==> config.mk <==
export PLATFORM = sky130hd
export DESIGN_NAME = hex_display_bank
export DESIGN_NICKNAME = d
export VERILOG_FILES = /design/src/rtl/hex_display_pkg.sv /design/src/rtl/hex_glyph.sv /design/src/rtl/hex_display_bank.sv
export SDC_FILE = /design/constraint.sdc
export NUM_CORES = 1
export LEC_CHECK = 0
export BUFFER_PORTS_ARGS = -buffer_cell sky130_fd_sc_hd__buf_4
export CORE_ASPECT_RATIO = 0.8
export CORE_MARGIN = 2
export CORE_UTILIZATION = 59
export DETAILED_ROUTE_END_ITERATION = 6
export PLACE_DENSITY = 0.95
export SYNTH_ARGS = -nofsm -noshare
export SYNTH_HDL_FRONTEND = slang
export SYNTH_SLANG_ARGS = --single-unit
==> constraint.sdc <==
create_clock -name clk -period 2.6 [get_ports clk]
set_input_delay 0.26 -clock clk [delete_from_list [all_inputs] [get_ports clk]]
set_output_delay 0.26 -clock clk [all_outputs]
set_load 0.03 [all_outputs]
==> src/rtl/hex_display_pkg.sv <==
// rtl/hex_display_pkg.sv - shared segment types and glyph constants for the hex display bank
//
// Purpose: active-low seven-segment glyphs, bit order {g,f,e,d,c,b,a}.
// Ports:   none (package).
package hex_display_pkg;

  typedef logic [6:0] seg_t;

  localparam seg_t SEG_0      = 7'b1000000;
  localparam seg_t SEG_1      = 7'b1111001;
  localparam seg_t SEG_2      = 7'b0100100;
  localparam seg_t SEG_3      = 7'b0110000;
  localparam seg_t SEG_4      = 7'b0011001;
  localparam seg_t SEG_5      = 7'b0010010;
  localparam seg_t SEG_6      = 7'b0000010;
  localparam seg_t SEG_7      = 7'b1111000;
  localparam seg_t SEG_8      = 7'b0000000;
  localparam seg_t SEG_9      = 7'b0010000;
  localparam seg_t SEG_A      = 7'b0001000;
  localparam seg_t SEG_B      = 7'b0000011;
  localparam seg_t SEG_C      = 7'b1000110;
  localparam seg_t SEG_D      = 7'b0100001;
  localparam seg_t SEG_E      = 7'b0000110;
  localparam seg_t SEG_F      = 7'b0001110;
  localparam seg_t SEG_BLANK  = 7'h7F;
  localparam seg_t SEG_ALL_ON = 7'h00;

endpackage

==> src/rtl/hex_glyph.sv <==
// rtl/hex_glyph.sv - combinational nibble to active-low seven-segment decoder
//
// Purpose: maps one hex nibble to its glyph.
// Ports:
//   i_nibble  in  4  hex digit value
//   o_seg     out 7  active-low segments {g,f,e,d,c,b,a}
module hex_glyph
  import hex_display_pkg::*;
(
  input  logic [3:0] i_nibble,
  output seg_t       o_seg
);

  always_comb begin
    o_seg = SEG_BLANK;
    case (i_nibble)
      4'h0: o_seg = SEG_0;
      4'h1: o_seg = SEG_1;
      4'h2: o_seg = SEG_2;
      4'h3: o_seg = SEG_3;
      4'h4: o_seg = SEG_4;
      4'h5: o_seg = SEG_5;
      4'h6: o_seg = SEG_6;
      4'h7: o_seg = SEG_7;
      4'h8: o_seg = SEG_8;
      4'h9: o_seg = SEG_9;
      4'hA: o_seg = SEG_A;
      4'hB: o_seg = SEG_B;
      4'hC: o_seg = SEG_C;
      4'hD: o_seg = SEG_D;
      4'hE: o_seg = SEG_E;
      4'hF: o_seg = SEG_F;
      default: o_seg = SEG_BLANK;
    endcase
  end

endmodule

==> src/rtl/hex_display_bank.sv <==
// rtl/hex_display_bank.sv - multi-digit active-low seven-segment driver with blink, suppression and lamp test
//
// Purpose: captures a packed hex value on load_i and drives NUM_DIGITS registered
//          segment buses with leading-zero suppression, per-digit blink and lamp test.
// Configuration macro: HEX_DISPLAY_BLINK_EN (defined: blink counter, phase and mask exist;
//          undefined: blink_mask_i is ignored and digits never blink).
// Ports:
//   clk           in  1             system clock
//   rst_n         in  1             asynchronous active-low reset
//   load_i        in  1             capture strobe for value_i / blink_mask_i
//   value_i       in  4*NUM_DIGITS  packed nibbles, nibble 0 rightmost
//   blink_mask_i  in  NUM_DIGITS    per-digit blink enable
//   lz_en_i       in  1             leading-zero suppression (live)
//   lamp_test_i   in  1             force all segments on (live)
//   hex_o         out 7*NUM_DIGITS  registered active-low segments per digit
module hex_display_bank
  import hex_display_pkg::*;
#(
  parameter int NUM_DIGITS = 6,
  parameter int BLINK_DIV  = 25_000_000
) (
  input  logic                    clk,
  input  logic                    rst_n,
  input  logic                    load_i,
  input  logic [4*NUM_DIGITS-1:0] value_i,
  input  logic [NUM_DIGITS-1:0]   blink_mask_i,
  input  logic                    lz_en_i,
  input  logic                    lamp_test_i,
  output logic [7*NUM_DIGITS-1:0] hex_o
);

  logic [4*NUM_DIGITS-1:0] r_value;
  logic [7*NUM_DIGITS-1:0] r_hex;
  logic [7*NUM_DIGITS-1:0] w_hex_next;
  logic [NUM_DIGITS-1:0]   w_blink_off;
  logic [NUM_DIGITS-1:0]   w_zero_from;
  seg_t                    w_glyph [NUM_DIGITS];

  always_ff @(posedge clk or negedge rst_n) begin
    if (!rst_n) begin
      r_value <= '0;
    end else if (load_i) begin
      r_value <= value_i;
    end
  end

`ifdef HEX_DISPLAY_BLINK_EN
  localparam int CNT_W = (BLINK_DIV > 1) ? $clog2(BLINK_DIV) : 1;

  logic [NUM_DIGITS-1:0] r_mask;
  logic [CNT_W-1:0]      r_cnt;
  logic                  r_phase;
  logic                  w_wrap;

  assign w_wrap = (r_cnt == CNT_W'(BLINK_DIV - 1));

  // Counter and phase run freely; loads never touch them.
  always_ff @(posedge clk or negedge rst_n) begin
    if (!rst_n) begin
      r_mask  <= '0;
      r_cnt   <= '0;
      r_phase <= 1'b1;
    end else begin
      if (load_i) begin
        r_mask <= blink_mask_i;
      end
      if (w_wrap) begin
        r_cnt   <= '0;
        r_phase <= ~r_phase;
      end else begin
        r_cnt <= r_cnt + 1'b1;
      end
    end
  end

  assign w_blink_off = r_phase ? '0 : r_mask;
`else
  logic w_unused_mask;
  assign w_unused_mask = ^blink_mask_i;
  assign w_blink_off   = '0;
`endif

  // w_zero_from[n]: nibbles n..NUM_DIGITS-1 of the captured value are all zero.
  genvar g;
  generate
    for (g = 0; g < NUM_DIGITS; g++) begin : g_digit
      hex_glyph u_glyph (
        .i_nibble (r_value[4*g +: 4]),
        .o_seg    (w_glyph[g])
      );
      if (g == NUM_DIGITS - 1) begin : g_top
        assign w_zero_from[g] = (r_value[4*g +: 4] == 4'h0);
      end else begin : g_chain
        assign w_zero_from[g] = (r_value[4*g +: 4] == 4'h0) && w_zero_from[g+1];
      end
    end
  endgenerate

  always_comb begin
    w_hex_next = '1;
    for (int n = 0; n < NUM_DIGITS; n++) begin
      if (lamp_test_i) begin
        w_hex_next[7*n +: 7] = SEG_ALL_ON;
      end else if (w_blink_off[n]) begin
        w_hex_next[7*n +: 7] = SEG_BLANK;
      end else if (lz_en_i && (n != 0) && w_zero_from[n]) begin
        // Digit 0 is exempt so a zero value still shows one "0".
        w_hex_next[7*n +: 7] = SEG_BLANK;
      end else begin
        w_hex_next[7*n +: 7] = w_glyph[n];
      end
    end
  end

  always_ff @(posedge clk or negedge rst_n) begin
    if (!rst_n) begin
      r_hex <= '1;
    end else begin
      r_hex <= w_hex_next;
    end
  end

  assign hex_o = r_hex;

endmodule

# After elaboration in Yosys (flattened, before gate mapping)

Memories as Yosys holds them, arrays and structs flattened.
Cells that the tools add are included.

Register bits: 66
Bits in read-only memories: 672
Input port bits: 35
Logic and storage cells: 33
Memories: 6

Memories:

| memory           | depth | width | read ports | clocked after memory_dff | write ports | line            | text |
|---|---|---|---|---|---|---|---|
| (name not given) | 16    | 7     | 1          | 0                        | 0           | hex_glyph.sv:16 | `case (i_nibble)` |
| (name not given) | 16    | 7     | 1          | 0                        | 0           | hex_glyph.sv:16 |  |
| (name not given) | 16    | 7     | 1          | 0                        | 0           | hex_glyph.sv:16 |  |
| (name not given) | 16    | 7     | 1          | 0                        | 0           | hex_glyph.sv:16 |  |
| (name not given) | 16    | 7     | 1          | 0                        | 0           | hex_glyph.sv:16 |  |
| (name not given) | 16    | 7     | 1          | 0                        | 0           | hex_glyph.sv:16 |  |

Muxes and demuxes: 11
Reduce and logical (&&, ||, !) cells: 14

Operators with widths:

| operator          | number |
|---|---|
| 2-to-1 mux 7 bit  | 11 |
| zero test 4 bit   | 5 |
| logical AND 1 bit | 9 |

# Longest topological paths before layout

Word-level depth: 8
Gate-level depth with buffers: 6
Depth with buffers taken out: 6

# Cells and area by module

Synthesis repeated with hierarchy kept, for this count alone.

Cell total of the unflattened synthesis: 380
Area total of the unflattened synthesis: 4171.5 sq um

Modules (own cells, without submodules):

| module           | instances | cells each | area an instance (sq um) | seq. area each (sq um) |
|---|---|---|---|---|
| hex_display_bank | 1         | 188        | 2519.9                   | 1704.1 |
| hex_glyph        | 6         | 32         | 275.3                    | 0.0 |

# Worst setup path after synthesis

OpenSTA, ideal clock, no wires.

Path type: reg2reg
Start point: register r_value[20]
End point: register r_hex[11], in the netlist hex_o[11]
Arrival time: 1.547 ns
Slack: 0.974 ns
Cell stages (with the launch flop): 7
Clock period less this slack: 1.626 ns
Path through: dfrtp_1 -> inv_1 -> ha_1 -> and4bb_4 -> nand4_4 -> or2_4 -> o21ai_0

Word-level cells in the longest chain between the ends: 8

Ends and longest elaborated chain:

| element                         | line                    | text |
|---|---|---|
| from (decl)                     | hex_display_bank.sv:32  | `logic [4*NUM_DIGITS-1:0] r_value;` |
| from (signal assigned)          | hex_display_bank.sv:43  | `r_value <= value_i;` |
| zero test 4 bit                 | hex_display_bank.sv:92  | `assign w_zero_from[g] = (r_value[4*g +: 4] == 4'h0);` |
| logical AND 1 bit (4 in series) | hex_display_bank.sv:94  | `assign w_zero_from[g] = (r_value[4*g +: 4] == 4'h0) && w_zero_from[g+1];` |
| logical AND 1 bit               | hex_display_bank.sv:106 | `end else if (lz_en_i && (n != 0) && w_zero_from[n]) begin` |
| 2-to-1 mux 7 bit                | hex_display_bank.sv:106 |  |
| 2-to-1 mux 7 bit                | hex_display_bank.sv:102 | `if (lamp_test_i) begin` |
| via w_hex_next[11]              | hex_display_bank.sv:34  | `logic [7*NUM_DIGITS-1:0] w_hex_next;` |
| to (signal assigned)            | hex_display_bank.sv:119 | `r_hex <= w_hex_next;` |
| to (decl)                       | hex_display_bank.sv:33  | `logic [7*NUM_DIGITS-1:0] r_hex;` |

The timed path passes the listed nets, and every way through them passes these cells.
A chain may end at the register's enable or synchronous reset.

# Final worst setup path

Start point: register r_value[20]
End point: register r_hex[22], in the netlist hex_o[22]

Word-level cells in the longest chain between the ends: 6

Ends and longest elaborated chain:

| element                         | line |
|---|---|
| zero test 4 bit                 | hex_display_bank.sv:92 |
| logical AND 1 bit (2 in series) | hex_display_bank.sv:94 |
| logical AND 1 bit               | hex_display_bank.sv:106 |
| 2-to-1 mux 7 bit                | hex_display_bank.sv:106 |
| 2-to-1 mux 7 bit                | hex_display_bank.sv:102 |
| via w_hex_next[22]              | hex_display_bank.sv:34 |

The timed path passes the listed nets, and every way through them passes these cells.

==> summary.txt <==
Power and ir drop
  • Logic pwr share: 22.7%
  • Clock power frac: 34.4%
  • Leakage: 2.081 nW
  • Pint: 0.002107 W
  • Max IR drop VDD: 376.0 uV
  • Power density over the cells: 658.4 mW/mm2
  • Sw Ratio: 29.53%
  • Switching Power: 0.0008827 W
  • Total power: 0.002990 W
  • Sequential cell fraction of total power: 42.9%

Finish
  • Layout cells sized above 1: 35.23%
  • Area of the multi-input gates: 0.001884 mm2
  • FF+latch area: 0.001704 mm2
  • Layout Nets: 504
  • Final Util: 72.32%
  • Ant diodes: 0
  • Fillers: 444
  • Area grow syn2layout: 20.28%

Placed design
  • HPWL Detailed: 4853 um
  • Setup Slack @ Placement: 739.4 ps
  • Final GP Congestion: 0.8849
  • Port Buffers: 70

Floorplan
  • Core ar.: 0.006279 mm2
  • Die ar.: 0.007058 mm2
  • Site Rows: 26
  • Num ports: 77
  • Initial Util: 60.12%
  • Die Width: 93.43 um
  • Die height: 75.55 um

Timing
  • RSZ-0062 raised after global routing: no
  • Setup Skew: 8.998 ps
  • Fin crit period: 1892 ps
  • Period utilization: 72.77%
  • Worst Setup Slack, final: 708.1 ps
  • Max frequency: 528.6 MHz
  • Final Setup Violations: 0
  • Slew margin rel.: 48.55%
  • Fin Hold WS: -8.063 ps
  • Setup TNS: 0 ps
  • Final Hold Viols: 4
  • Worst-Margin Slew: 771.7 ps
  • Final Max Slew Viols: 0

Run status
  • Outcome: complete, but fails checks
  • Violated checks: hold timing

Critical path
  • Worst path cell trace: inv_1, ha_1, nand4bb_4, nor3_4, nand4_2, a21oi_1
  • WP buf/inv: 1
  • Crit path kind: reg -> reg
  • Worst-path fanout max: 7
  • Max incr delay on CP: 410 ps
  • Largest delay share family, worst path: simple AND/OR/NAND/NOR gates
  • Critical Path End Type: register
  • CP required: 2860 ps
  • Crit path DAT: 2160 ps
  • Crit start category: register
  • Slowest CP cell: dfrtp_1

Global routing
  • GR Util All Layers: 21.07%
  • Largest net degree at the start of global routing: 67
  • First-pass GRT wire length: 11460 um
  • Vias in the first global route: 2509
  • Initial antenna violation count: 0
  • Total grt overflow: 0

Synthesis
  • Seq/Total Area, Yosys: 45.14%
  • Count of yosys warnings during synthesis: 0
  • Post-Syn Instances: 378
  • Synth area leaders: dfstp_2 (29%), dfrtp_1 (16%), ha_1 (11%), o21ai_0 (6.2%), a21oi_1 (5.4%)
  • Post-Syn Area: 0.003775 mm2
  • Syn_nets: 447
  • Largest area contributor in the netlist: dfstp_2
  • Cell variety after synth: 39
  • Synth top area share: 29.23%
  • Synth Area per Inst: 9.986 um2
  • Synthesized flop and latch total: 66

Routing
  • DR vias/cell: 5.397
  • Vias: 2828
  • DRC: 0
  • Routed wire per std cell: 13.82 um
  • WL final: 7241 um
  • Drt first pass iters: 5
  • Final antenna-violating net count: 0
  • Drt first-iter violations: 139

Clock tree
  • Post-CTS Setup Inserts: 0
  • Worst-skew pair later-pin latency: 340 ps
  • Clock sink total: 66
  • CTS tree: done
  • CTS max path bufs: 2
  • CTS Buf Count: 9
  • Post-CTS Hold Buffers: 0
  • Clock-pin slew on the worst setup and hold paths: 70 ps
  • Htree depth: 3
  • Resized Gates After CTS: 0
  • Root Buffer: clkbuf_8

Flow run
  • MaxCap Viol Count: 0

Min path
  • Hold Crit Class: in -> async
-- registers in the layout, summed over array words and instances (netlist names) --
signal	count
hex_o	42
r_value	24
-- per-layer routing --
metal | track usage, % | wire, um | vias up
li1 | - | - | 1410
met1 | 25.54 | 3097 | 1327
met2 | 36.61 | 3699 | 79
met3 | 5.935 | 336 | 12
met4 | 8.007 | 107 | 0
met5 | 0 | 0 | -
-- placed cells by master (no fill, tap or decap), types with 2 or more instances in the layout --
cell / n
a21o_1: 3
o21ai_0: 47
inv_1: 20
mux2i_1: 7
buf_4: 70
nand2b_1: 8
nor2b_1: 5
nand3b_1: 8
dfstp_2: 42
a32oi_1: 3
bufinv_16: 2
nor2_1: 22
clkbuf_8: 11
a31oi_1: 5
nand3_1: 2
mux4_2: 3
nand2_1: 43
ha_1: 34
a21oi_1: 41
dfrtp_1: 24
a22oi_1: 4
nor3_1: 2
mux2_2: 16
clkinv_2: 2
-- synth_stat cells (all sizes together) --
master,number
o21ai,47
nand2,43
dfstp,42
a21oi,41
ha,34
dfrtp,24
nor2,22
inv,20
clkbuf,18
mux2,16
nand2b,8
nand3b,8
mux2i,7
buf,6
a31oi,5
nor2b,5
a22oi,4
a21o,3
a32oi,3
mux4,3
nor3,3
nand3,2
nand4,2
a211o,1
a221oi,1
a31o,1
and2,1
and3,1
and4bb,1
nand4bb,1
nor3b,1
nor4,1
o211ai,1
or2,1
or2b,1
-- cells by family after synthesis --
kind of cell    share of synthesized area (%)
compound gates                          15.48
fa+ha+maj                               11.27
buf+inv                                 4.938
flops                                   45.14
mux                                     8.419
simple gates                            14.75
-- worst register-to-register path: cells and delay by family, from the launching register on --
kind            cells  cell delay (ps)
fa+ha+maj           1              360
compound gates      1              220
flops               1              410
simple gates        3              660
buf+inv             1              160
-- power by group through the flow --
stage	Clock, W	Combinational [W]	Sequential (W)
2_1_floorplan	0	0.000382	0.00138
3_3_place_gp	0	0.000650	0.00129
3_5_place_dp	0	0.000671	0.00130
4_1_cts	0.00105	0.000680	0.00128
5_1_grt	0.00108	0.000742	0.00130
6_report	0.00103	0.000679	0.00128
-- path summary, 6_finish.rpt --
path / start / endpoint / slack (ps) / cells past startpoint
min in group clk: value_i[8] / r_value[8] / 120 / 3
worst min register to register: r_value[20] / hex_o[36] / 690 / 2
worst max register to register: r_value[20] / hex_o[22] / 710 / 6
max in group asynchronous: rst_n / r_value[18] / 2100 / 1
worst max-delay path: r_value[20] / hex_o[22] / 710 / 6
worst min-delay path: rst_n / r_value[4] / -8 / 1
-- per-stage QoR --
| stage | cells | instance area [um2] |
|---|---|---|
| after floorplan | 378 | 3775 |
| after global placement | 508 | 4294 |
| after detailed placement | 508 | 4294 |
| after CTS | 524 | 4541 |
| after global routing | 524 | 4541 |
| final | 524 | 4541 |
-- area by class of cell --
class / count / share of cell area, %
multi-input cells: 268 / 41.50
flip-flops and latches: 66 / 37.53
clock inverters: 4 / 1.543
clock buffers: 12 / 3.885
repair buffers: 70 / 11.57
inverters: 20 / 1.653
well taps: 84 / 2.315
Power figures use the tool's default switching activity.
